<file path="src/rtl/fetch_unit_if.sv">
// Fetch unit bus: pipeline control in, instruction ROM port, fetch/decode out.
interface fetch_unit_if #(
  parameter int ADDR_W  = 16,
  parameter int INSTR_W = 16
);
  logic               stall;
  logic               flush;
  logic               redirect_valid;
  logic [ADDR_W-1:0]  redirect_addr;
  logic [ADDR_W-1:0]  imem_addr;
  logic [INSTR_W-1:0] imem_rdata;
  logic               fd_valid;
  logic [INSTR_W-1:0] fd_instr;
  logic [ADDR_W-1:0]  fd_pc;

  // fetch unit side
  modport master (
    input  stall, flush, redirect_valid, redirect_addr, imem_rdata,
    output imem_addr, fd_valid, fd_instr, fd_pc
  );

  // pipeline / ROM environment side
  modport slave (
    output stall, flush, redirect_valid, redirect_addr, imem_rdata,
    input  imem_addr, fd_valid, fd_instr, fd_pc
  );
endinterface

</file>
<file path="src/rtl/fetch_unit.sv">
// Instruction fetch stage: PC, one-cycle synchronous ROM response tracking,
// stall skid buffer and the fetch/decode register.
module fetch_unit #(
  parameter int ADDR_W   = 16,
  parameter int INSTR_W  = 16,
  parameter int RESET_PC = 0,
  parameter int PC_STEP  = 1
) (
  input  logic         clk,
  input  logic         reset,
  fetch_unit_if.master bus
);
  localparam logic [ADDR_W-1:0] PC_RST = ADDR_W'(RESET_PC);
  localparam logic [ADDR_W-1:0] PC_INC = ADDR_W'(PC_STEP);

  logic [ADDR_W-1:0]  pc_q,        pc_d;
  logic               rsp_valid_q, rsp_valid_d;
  logic [ADDR_W-1:0]  rsp_pc_q,    rsp_pc_d;
  logic               buf_valid_q, buf_valid_d;
  logic [INSTR_W-1:0] buf_instr_q, buf_instr_d;
  logic               fd_valid_q,  fd_valid_d;
  logic [INSTR_W-1:0] fd_instr_q,  fd_instr_d;
  logic [ADDR_W-1:0]  fd_pc_q,     fd_pc_d;

  logic kill;
  assign kill = bus.flush | bus.redirect_valid;

  // The ROM always sees the current PC; while stalled it keeps re-reading the
  // same address, so its data is fresh for the new response on release.
  assign bus.imem_addr = pc_q;
  assign bus.fd_valid  = fd_valid_q;
  assign bus.fd_instr  = fd_instr_q;
  assign bus.fd_pc     = fd_pc_q;

  // Next-state: PC priority redirect > stall > increment; kill beats stall
  always_comb begin
    pc_d        = pc_q;
    rsp_valid_d = rsp_valid_q;
    rsp_pc_d    = rsp_pc_q;
    buf_valid_d = buf_valid_q;
    buf_instr_d = buf_instr_q;
    fd_valid_d  = fd_valid_q;
    fd_instr_d  = fd_instr_q;
    fd_pc_d     = fd_pc_q;

    if (bus.redirect_valid)  pc_d = bus.redirect_addr;
    else if (!bus.stall)     pc_d = pc_q + PC_INC;

    if (kill) begin
      // data/pc fields left stale; only the valids matter
      rsp_valid_d = 1'b0;
      buf_valid_d = 1'b0;
      fd_valid_d  = 1'b0;
    end else if (bus.stall) begin
      // capture the response once; it would be lost as the ROM re-reads pc
      if (rsp_valid_q && !buf_valid_q) begin
        buf_valid_d = 1'b1;
        buf_instr_d = bus.imem_rdata;
      end
    end else begin
      rsp_valid_d = 1'b1;
      rsp_pc_d    = pc_q;
      fd_valid_d  = rsp_valid_q;
      fd_instr_d  = buf_valid_q ? buf_instr_q : bus.imem_rdata;
      fd_pc_d     = rsp_pc_q;
      buf_valid_d = 1'b0;
    end
  end

  // State registers, asynchronous active-low reset
  always_ff @(posedge clk or negedge reset) begin
    if (!reset) begin
      pc_q        <= PC_RST;
      rsp_valid_q <= 1'b0;
      rsp_pc_q    <= '0;
      buf_valid_q <= 1'b0;
      buf_instr_q <= '0;
      fd_valid_q  <= 1'b0;
      fd_instr_q  <= '0;
      fd_pc_q     <= '0;
    end else begin
      pc_q        <= pc_d;
      rsp_valid_q <= rsp_valid_d;
      rsp_pc_q    <= rsp_pc_d;
      buf_valid_q <= buf_valid_d;
      buf_instr_q <= buf_instr_d;
      fd_valid_q  <= fd_valid_d;
      fd_instr_q  <= fd_instr_d;
      fd_pc_q     <= fd_pc_d;
    end
  end
endmodule

</file>
<file path="src/flat_wrapper.sv">
// flat-port wrapper written by rule: the top's interface ports become plain ports
module fetch_unit_flat 
#(
  parameter int ADDR_W   = 16,
  parameter int INSTR_W  = 16,
  parameter int RESET_PC = 0,
  parameter int PC_STEP  = 1
)
  (clk, reset, bus_stall, bus_flush, bus_redirect_valid, bus_redirect_addr, bus_imem_rdata, bus_imem_addr, bus_fd_valid, bus_fd_instr, bus_fd_pc);
  fetch_unit_if #(.ADDR_W(ADDR_W), .INSTR_W(INSTR_W)) bus_i ();
  input  logic clk;
  input  logic reset;
  input wire logic [$bits(bus_i.stall)-1:0] bus_stall;
  input wire logic [$bits(bus_i.flush)-1:0] bus_flush;
  input wire logic [$bits(bus_i.redirect_valid)-1:0] bus_redirect_valid;
  input wire logic [$bits(bus_i.redirect_addr)-1:0] bus_redirect_addr;
  input wire logic [$bits(bus_i.imem_rdata)-1:0] bus_imem_rdata;
  output wire logic [$bits(bus_i.imem_addr)-1:0] bus_imem_addr;
  output wire logic [$bits(bus_i.fd_valid)-1:0] bus_fd_valid;
  output wire logic [$bits(bus_i.fd_instr)-1:0] bus_fd_instr;
  output wire logic [$bits(bus_i.fd_pc)-1:0] bus_fd_pc;
  assign bus_i.stall = bus_stall;
  assign bus_i.flush = bus_flush;
  assign bus_i.redirect_valid = bus_redirect_valid;
  assign bus_i.redirect_addr = bus_redirect_addr;
  assign bus_i.imem_rdata = bus_imem_rdata;
  assign bus_imem_addr = bus_i.imem_addr;
  assign bus_fd_valid = bus_i.fd_valid;
  assign bus_fd_instr = bus_i.fd_instr;
  assign bus_fd_pc = bus_i.fd_pc;
  fetch_unit #(.ADDR_W(ADDR_W), .INSTR_W(INSTR_W), .RESET_PC(RESET_PC), .PC_STEP(PC_STEP)) u_core (.clk(clk), .reset(reset), .bus(bus_i));
endmodule
</file>
<file path="config.mk">
export PLATFORM = sky130hd
export DESIGN_NAME = fetch_unit_flat
export DESIGN_NICKNAME = d
export VERILOG_FILES = /design/src/rtl/fetch_unit_if.sv /design/src/rtl/fetch_unit.sv /design/src/flat_wrapper.sv
export SDC_FILE = /design/constraint.sdc
export NUM_CORES = 1
export LEC_CHECK = 0
export BUFFER_PORTS_ARGS = -buffer_cell sky130_fd_sc_hd__buf_4
export CORE_UTILIZATION = 45
export DETAILED_ROUTE_END_ITERATION = 12
export HOLD_SLACK_MARGIN = 0.1
export PLACE_DENSITY = 0.78
export SYNTH_ARGS = -nofsm -noshare
export SYNTH_HDL_FRONTEND = slang
export SYNTH_SLANG_ARGS = --single-unit
export TNS_END_PERCENT = 30
</file>
<file path="constraint.sdc">
create_clock -name clk -period 1.63 [get_ports clk]
set_input_delay 0.163 -clock clk [delete_from_list [all_inputs] [get_ports clk]]
set_output_delay 0.163 -clock clk [all_outputs]
set_load 0.01 [all_outputs]
</file>
==> results of run 1 <==
[flip-flops by register name, summed over array words and instances (netlist names)]
register	flops
u_core.bus.fd_valid	1
u_core.buf_valid_q	1
u_core.bus.fd_instr	16
u_core.bus.fd_pc	16
u_core.rsp_pc_q	16
u_core.buf_instr_q	16
u_core.rsp_valid_q	1
u_core.bus.imem_addr	16
[kinds of logic after synthesis]
group           synth area share, %
compound gates                 5.70
flops                          58.5
buf+inv                        2.71
simple gates                   9.54
fa+ha+maj                     0.352
xor+xnor                       2.96
mux                            20.3
[layout make-up]
class,instances,area share [%]
multi-input combinational,178,28.2
clock inverter,6,0.991
timing repair buffer,132,22.7
clock buffer,10,2.80
sequential,83,42.2
tap,102,2.59
inverter,7,0.534
[report_power, final]
group	internal [mW]	switching [mW]	leakage [nW]
clock network	0.608	0.766	0.0855
logic	0.771	0.541	1.15
registers	2.48	0.263	1.00
[worst min-delay path: cells and delay by family]
kind	cells	cell delay (ps)
AO/OA/AOI/OAI	1	50
buffers and inverters	1	120
AND/OR/NAND/NOR	1	100
[cell usage in the layout (no fill, tap or decap), types with 4 or more instances in the layout]
cell and n:
buf_4 94, dfrtp_1 81, mux2_2 46, dlygate4sd3_1 35, nor2_1 22, nand2_1 18
mux2i_1 18, a21oi_1 16, o21ai_0 12, clkbuf_8 10, xnor2_1 7, inv_1 7
xor2_1 5, nand4_1 4, nand3_1 4
[routing by layer]
metal	track usage, %	vias up	share of wire [%]
li1	-	1247	-
met1	26.7	1331	45
met2	34.8	87	49
met3	4.55	5	4.8
met4	7.01	0	0.95
met5	0	-	0
[final timing paths]
check                                      endpoint  slack (ps)  cells after the start
setup / recovery           u_core.bus.imem_addr[10]          80                      4
hold / removal             u_core.bus.imem_addr[14]         130                      3
setup reg to reg           u_core.bus.imem_addr[10]          80                      4
hold reg to reg                u_core.bus.fd_pc[13]         490                      1
max in group asynchronous       u_core.rsp_pc_q[11]         730                      3
min in group asynchronous        u_core.rsp_pc_q[8]         290                      2
[per-stage QoR]
step | util (%) | hold WS [ps] | worst slack [ps]
detailed placement | 56.9 | 132 | 83.2
global route | 64.0 | 137 | -10.3
CTS | 63.9 | 111 | 28.9
finish | 64.0 | 125 | 80.5
global placement | 56.9 | 132 | 200
floorplan | - | -133 | 38.1
[repair_timing]
item / in CTS / in global routing
endpoints found under the setup margin: 0 / 10
hold buffers: 35 / 0
gates resized for setup: 0 / 4
buffers inserted: 0 / 0
endpoints found under the hold margin: 62 / 0
==> out/results.txt, run 1 <==
Post-Place Cell Area: 4380 µm²
Ys flop type: dfrtp_1
Post-DP HPWL: 5290 µm
Initial antenna violation count: 0
Detailed router's first-iteration violation count: 57
Worst setup EP type: flip-flop
Worst-Skew Late Latency: 350 ps
WS Path Type: flip-flop to flip-flop
CTS Sinks: 83
# Max-Cap Violations: 0
Cell area after layout: 4920 µm²
Clock root buffer: clkbuf_8
Setup TNS: 0 ps
Top post-synthesis cells by count: 83 x dfrtp_1, 46 x mux2_2, 23 x nor2_1
Area of the multi-input gates: 1390 µm²
Crit-path slowest cell: or4_4
Clk slew on worst S/H paths: 90 ps
Clock Path Buffers: 2
Yosys top cell by area: dfrtp_1
Yosys cell types: 32
WP data arrival: 1790 ps
HP Class: primary input to flip-flop
Top cell family by delay on the critical path: simple AND/OR/NAND/NOR gates
Wirelength, routed: 8210 µm
Total die area: 8260 µm²
Asr flop ratio synth: 100%
Buf/Inv on CP: 0
First-pass GRT wire length: 13,400 µm
Die Span Y: 90.9 µm
RePlAce Congestion: 0.809
Routed Antenna Nets: 0
Final Cycle Share: 95.1%
Fill count: 603
Top post-synthesis cells by area: dfrtp_1 58%, mux2_2 15%, mux2i_1 5.1%, nor2_1 2.4%, a21oi_1 2.3%
GR Overflow Total: 0
Htree depth: 3
Dpl cells: 467
Fmax: 645 MHz
P_leak: 2.24 nW
Critical Path Source Type: flip-flop
Total GRT Usage: 20.8%
CTS tree: built
Number of I/O port buffers: 85
Pwr/cell area: 1100 nW/µm²
Critical-path cell list: nand4_1, or4_4, xor2_1, o21ai_1
DRC viols: 0
Hold path startpoint: bus_redirect_addr[14]
Gate Count Post-Synth: 282
Antenna cells: 0
Area added between synthesis and finish: 38.6%
Count leader, synth: dfrtp_1
Number of global-route vias before repair: 2,785
Wirelength per Cell: 15.8 µm
Final Hold Vio Count: 0
Via density: 5.15
Post-synthesis sequential area ratio: 58.5%
Post-Syn Nets: 320
Worst VDD drop: 0.602 mV
Synth warn: 0
Sequential cell area: 2080 µm²
Worst Path Required: 1870 ps
Worst slew margin: 70.9%
Outcome: finished clean
FP Rows: 32
Worst r2r src: u_core.bus.imem_addr[8]
Final net count: 449
Core ar.: 7690 µm²
Initial DRT Pass Iterations: 4
Worst Tran Pin Value: 437 ps
Crit path launch: u_core.bus.imem_addr[8]
Post-synthesis register bit count: 83
Worst-path maximum fanout: 6
Die width: 90.9 µm
Crit path time final: 1550 ps
Top cell type's share of synthesized area: 58.5%
I/O pin cnt: 86
Largest net degree at the start of global routing: 37
Share of cells above drive strength 1: 40.6%
Critical path's largest stage delay: 500 ps
TritonCTS buffer count: 9
Total power: 5.43 mW
Count of flip-flops with a built-in enable after synthesis: 0
Initial Util: 46.2%
Vias: 2,670
Synthesized area: 3550 µm²
Syn_area_per_cell: 12.6 µm²
Max Slew Vio Count: 0
Finished Layout Cells: 518
Final number of setup-violating endpoints: 0
Worst Skew: 16.6 ps
Note: power is estimated with default switching activity, not from simulation.
==> run 2: changes to the inputs <==
--- a/config.mk
+++ b/config.mk
@@ -6,10 +6,10 @@
 export NUM_CORES = 1
 export LEC_CHECK = 0
 export BUFFER_PORTS_ARGS = -buffer_cell sky130_fd_sc_hd__buf_4
-export CORE_UTILIZATION = 45
+export CORE_UTILIZATION = 53
 export DETAILED_ROUTE_END_ITERATION = 12
 export HOLD_SLACK_MARGIN = 0.1
-export PLACE_DENSITY = 0.78
+export PLACE_DENSITY = 0.88
 export SYNTH_ARGS = -nofsm -noshare
 export SYNTH_HDL_FRONTEND = slang
 export SYNTH_SLANG_ARGS = --single-unit
==> out/results.txt, run 2 (synthesized netlist as in run 1, its figures left out) <==
Most frequent cells in the layout: 99 x buf_4, 83 x dfrtp_1, 46 x mux2_2
Htree depth: 3 (unchanged)
Cell area after layout: 5020 µm² (+2.0%)
Final Hold Vio Count: 0 (unchanged)
Largest net degree at the start of global routing: 33 (-11%)
# Max-Cap Violations: 0 (unchanged)
TritonCTS buffer count: 9 (unchanged)
Critical-path cell list: nand4b_4, or4_4, xor2_1, o21ai_1
Worst Skew: 8.04 ps (-8.53 ps)
P_leak: 2.32 nW (+3.8%)
Antenna cells: 0 (unchanged)
Die Span Y: 83.9 µm (-7.7%)
Sequential cell area: 2080 µm² (-0.12%)
Initial Util: 55.3% (+9.1 points)
CP Depth: 4 (unchanged)
Via density: 5.58 (+8.2%)
Wirelength per Cell: 17.6 µm (+11%)
Crit path time final: 1560 ps (+14.6 ps)
Die width: 83.9 µm (-7.7%)
Failing checks: design-rule violations
Worst setup EP type: flip-flop
Critical path's largest stage delay: 510 ps (about the same)
Worst Path Required: 1920 ps (+50 ps)
Outcome: finished with violations
Top cell family by delay on the critical path: simple AND/OR/NAND/NOR gates
Post-Place Cell Area: 4370 µm² (-0.20%)
Worst slew margin: 68.2% (-2.7 points)
Setup TNS: 0 ps (unchanged)
CTS Sinks: 83 (unchanged)
Vias: 2,777 (+4.0%)
Fill count: 375 (-38%)
RSZ-0062 raised after global routing: no
GR Overflow Total: 0 (unchanged)
Detailed router's first-iteration violation count: 182 (+220%)
R2R depth: 4 (unchanged)
Final core occ: 78.2% (+14 points)
Crit-path slowest cell: or4_4
RePlAce Congestion: 0.823 (+1.7%)
HP Class: primary input to flip-flop
First-pass GRT wire length: 13,600 µm (+1.3%)
Pre-CTS WS: 97.9 ps (+14.6 ps)
Final net count: 454 (+1.1%)
Hold slack: 171 ps (+45.3 ps)
Total power: 5.98 mW (+10%)
Initial antenna violation count: 0 (unchanged)
Worst VDD drop: 0.868 mV (+44%)
Total GRT Usage: 25.6% (+4.9 points)
Routed Antenna Nets: 0 (unchanged)
Pwr/cell area: 1190 nW/µm² (+8.0%)
Final number of setup-violating endpoints: 0 (unchanged)
Most common cell after layout, fill and taps aside: buf_4
Worst-path maximum fanout: 6 (unchanged)
Number of global-route vias before repair: 2,748 (-1.3%)
I/O pin cnt: 86 (unchanged)
Total die area: 7040 µm² (-15%)
Critical Path Source Type: flip-flop
DRC viols: 8 (+8)
Area added between synthesis and finish: 41.4%
FP Rows: 29 (-9.4%)
Clock root buffer: clkbuf_8
Fmax: 639 MHz (-0.93%)
Initial DRT Pass Iterations: 10 (+6)
CTS tree: built
Finished Layout Cells: 498 (-3.9%)
WS Path Type: flip-flop to flip-flop
Core ar.: 6420 µm² (-16%)
Final worst slack: 65.9 ps (-14.6 ps)
Final Cycle Share: 96.0% (+0.90 points)
Worst Hold Depth: 2 (-1)
Number of I/O port buffers: 85 (unchanged)
Buf/Inv on CP: 0 (unchanged)
Post-DP HPWL: 5010 µm (-5.3%)
Clk slew on worst S/H paths: 80 ps (about the same)
Share of cells above drive strength 1: 40.9% (+0.23 points)
Clock Path Buffers: 2 (unchanged)
WP data arrival: 1850 ps (+60 ps)
Worst-Skew Late Latency: 360 ps (about the same)
Wirelength, routed: 8740 µm (+6.5%)
Max Slew Vio Count: 0 (unchanged)
Worst Tran Pin Value: 475 ps (+38.2 ps)
Dpl cells: 445 (-4.7%)
Area of the multi-input gates: 1400 µm² (+1.2%)
[run 2: cell types whose count changed in the layout (fill, tap and decap cells not counted), sizes merged]
cell	change
dlygate4sd3	-1
buf	+6
clkbuf	+1
bufinv	+4
clkinvlp	-3
inv	-2
[run 2: area by class of cell]
| cell class | count | share of cell area [%] |
|---|---|---|
| Sequential cell | 83 | 41.3 |
| Multi-Input combinational cell | 178 | 27.9 |
| Timing Repair Buffer | 137 | 23.2 |
| Clock buffer | 11 | 2.62 |
| Clock inverter | 5 | 2.49 |
| Tap cell | 77 | 1.92 |
| Inverter | 7 | 0.523 |
[run 2: worst paths after layout]
check,from,to,slack [ps]
max,u_core.bus.imem_addr[4],u_core.bus.imem_addr[10],70
min,bus_stall,u_core.buf_valid_q,170
max reg2reg,u_core.bus.imem_addr[4],u_core.bus.imem_addr[10],70
min reg2reg,u_core.bus.fd_pc[13],u_core.bus.fd_pc[13],510
max in group asynchronous,reset,u_core.bus.fd_instr[1],830
min in group asynchronous,reset,u_core.rsp_pc_q[13],270
[run 2: routing by layer]
metal / routed length (µm) / global-route usage, %
met5: 0 / 0
met2: 4460 / 42.0
met1: 3510 / 30.9
met4: 320 / 13.3
met3: 452 / 7.22
[run 2: report_power, final]
part | total [mW] | internal [mW] | switching [mW]
Combinational | 1.33 | 0.777 | 0.553
Sequential | 2.75 | 2.48 | 0.269
Clock | 1.90 | 1.17 | 0.731
Total | 5.98 | 4.43 | 1.55
[run 2: timing repair]
item / in CTS / in global routing
hold endpoints to repair: 104 / 0
setup buffers: 0 / 3
setup endpoints to repair: 0 / 21
resized for setup: 0 / 4
hold buffers: 34 / 0
[run 2: worst register-to-register path, cell delays in order, from the launching register on]
cell	delay, ps
dfrtp_1	500
nand4b_4	200
or4_4	510
xor2_1	160
o21ai_1	130
==> run 3: changes to the inputs <==
--- a/config.mk
+++ b/config.mk
@@ -6,10 +6,11 @@
 export NUM_CORES = 1
 export LEC_CHECK = 0
 export BUFFER_PORTS_ARGS = -buffer_cell sky130_fd_sc_hd__buf_4
-export CORE_UTILIZATION = 53
+export CORE_MARGIN = 3
+export CORE_UTILIZATION = 40
 export DETAILED_ROUTE_END_ITERATION = 12
 export HOLD_SLACK_MARGIN = 0.1
-export PLACE_DENSITY = 0.88
+export PLACE_DENSITY = 0.72
 export SYNTH_ARGS = -nofsm -noshare
 export SYNTH_HDL_FRONTEND = slang
 export SYNTH_SLANG_ARGS = --single-unit
==> out/results.txt, run 3 (synthesized netlist as in run 1, its figures left out) <==
Outcome: finished clean
Crit-path slowest cell: or4_4
Critical-path cell list: nand4_1, or4_4, xor2_1, o21ai_1
HP Class: primary input to flip-flop
Core ar.: 8420 µm² (+31%)
CP Depth: 4 (unchanged)
Most common cell after layout, fill and taps aside: buf_4
Detailed router's first-iteration violation count: 110 (-40%)
P_leak: 2.28 nW (-1.8%)
Largest net degree at the start of global routing: 43 (+30%)
R2R Setup Slk: 150 ps (+90 ps)
Final Hold Vio Count: 0 (unchanged)
Antenna cells: 0 (unchanged)
Initial antenna violation count: 0 (unchanged)
WP data arrival: 1710 ps (-140 ps)
Wirelength per Cell: 15.2 µm (-13%)
Area added between synthesis and finish: 40.0%
GR Overflow Total: 0 (unchanged)
RSZ-0062 raised after global routing: no
Worst Path Required: 1860 ps (-60 ps)
Worst slew margin: 73.9% (+5.7 points)
Worst Skew: 8.65 ps (+0.607 ps)
Die width: 100 µm (+20%)
Reg-to-reg endpoint: u_core.bus.imem_addr[10]
Crit path launch: u_core.bus.imem_addr[5]
Share of cells above drive strength 1: 40.0% (-0.86 points)
Critical Path Source Type: flip-flop
Setup TNS: 0 ps (unchanged)
Worst r2r src: u_core.bus.imem_addr[5]
Hold slack: 118 ps (-52.3 ps)
Max Slew Vio Count: 0 (unchanged)
CTS Sinks: 83 (unchanged)
Initial Util: 42.2% (-13 points)
Worst setup EP type: flip-flop
Via density: 5.00 (-10%)
First-pass GRT wire length: 13,400 µm (-1.2%)
Top cell family by delay on the critical path: simple AND/OR/NAND/NOR gates
Critical path's largest stage delay: 500 ps (about the same)
Worst-Skew Late Latency: 340 ps (-20 ps)
Endpoint of the worst setup timing path: u_core.bus.imem_addr[10]
# Max-Cap Violations: 0 (unchanged)
Final number of setup-violating endpoints: 0 (unchanged)
Worst-path maximum fanout: 6 (unchanged)
Pwr/cell area: 1110 nW/µm² (-7.0%)
Die Span Y: 100 µm (+20%)
Htree depth: 3 (unchanged)
FP Rows: 33 (+14%)
Routed Antenna Nets: 0 (unchanged)
I/O pin cnt: 86 (unchanged)
Total GRT Usage: 17.1% (-8.5 points)
Clock Path Buffers: 2 (unchanged)
Total die area: 10,100 µm² (+43%)
Fmax: 677 MHz (+5.9%)
Cell area after layout: 4980 µm² (-0.95%)
TritonCTS buffer count: 9 (unchanged)
R2R depth: 4 (unchanged)
RePlAce Congestion: 0.809 (-1.7%)
Number of global-route vias before repair: 2,694 (-2.0%)
Worst VDD drop: 0.531 mV (-39%)
Vias: 2,625 (-5.5%)
Final net count: 454 (unchanged)
Final Cycle Share: 90.6% (-5.4 points)
Number of I/O port buffers: 85 (unchanged)
Post-Place Cell Area: 4410 µm² (+0.97%)
Buf/Inv on CP: 0 (unchanged)
Most frequent cells in the layout: 98 x buf_4, 83 x dfrtp_1, 46 x mux2_2
DRC viols: 0 (-8)
Crit path time final: 1480 ps (-87.4 ps)
CTS tree: built
Post-DP HPWL: 5430 µm (+8.4%)
Clk slew on worst S/H paths: 80 ps (about the same)
Initial DRT Pass Iterations: 4 (-6)
Worst Tran Pin Value: 390 ps (-85.8 ps)
Post-CTS Setup Repair Bufs: 0 (unchanged)
Clock root buffer: clkbuf_8
Wirelength, routed: 8000 µm (-8.5%)
WS Path Type: flip-flop to flip-flop
==> run 3: cell types whose count changed in the layout (fill, tap and decap cells not counted) <==
cell	delta
nor3_4	-1
bufinv_16	-3
dlygate4sd3_1	+2
clkbuf_8	+2
nor4_2	-1
nor4_1	+1
buf_4	-1
buf_12	-1
nor3_2	+1
==> run 3: where the power goes <==
group	total (mW)	leakage (nW)	internal, mW	switching, mW
sequential	2.73	1.00	2.48	0.247
clock	1.46	0.0995	0.783	0.677
combinational	1.32	1.18	0.783	0.541
total	5.51	2.28	4.05	1.47
==> run 3: per-layer routing <==
layer	part of all wire, %	up-vias	GRT usage, %
met5	0	-	0
met4	3.5	0	9.22
met3	3.7	22	2.71
met2	48	63	27.1
met1	45	1289	22.5
li1	-	1251	-
==> run 3: worst min-delay path by stage <==
| stage | endpoint | depth (start not counted) | start | slack [ps] |
|---|---|---|---|---|
| after floorplan | u_core.buf_instr_q[0] | 0 | reset | -130 |
| after global placement | u_core.rsp_pc_q[14] | 1 | reset | 100 |
| after detailed placement | u_core.bus.imem_addr[13] | 1 | reset | 110 |
| after CTS | u_core.bus.imem_addr[3] | 2 | bus_redirect_valid | 100 |
| after global routing | u_core.bus.imem_addr[3] | 2 | bus_redirect_valid | 120 |
| final | u_core.bus.imem_addr[3] | 2 | bus_redirect_valid | 120 |
==> run 3: area by class of cell <==
class	instances	area, µm²
clock buffer	13	159
multi-input combinational	178	1390
sequential	83	2080
fill	720	3450
timing repair buffer	137	1160
tap	105	131
inverter	7	26.3
clock inverter	2	35.0
==> run 3: metrics by stage <==
| stage | instances | total power, mW | setup WS (ps) | util [%] |
|---|---|---|---|---|
| finish | 525 | 5.51 | 153 | 59.1 |
| global route | 525 | 5.83 | 53.1 | 59.1 |
| CTS | 525 | 5.58 | 165 | 58.9 |
| detailed placement | 474 | 4.03 | 154 | 52.4 |
| global placement | 474 | 3.98 | 206 | 52.4 |
| floorplan | 282 | 3.33 | 38.1 | - |
==> run 3: repair_timing <==
item	in CTS	in global routing
hold buffers	36	0
endpoints found under the setup margin	0	3
endpoints found under the hold margin	116	0
resized for setup	0	2
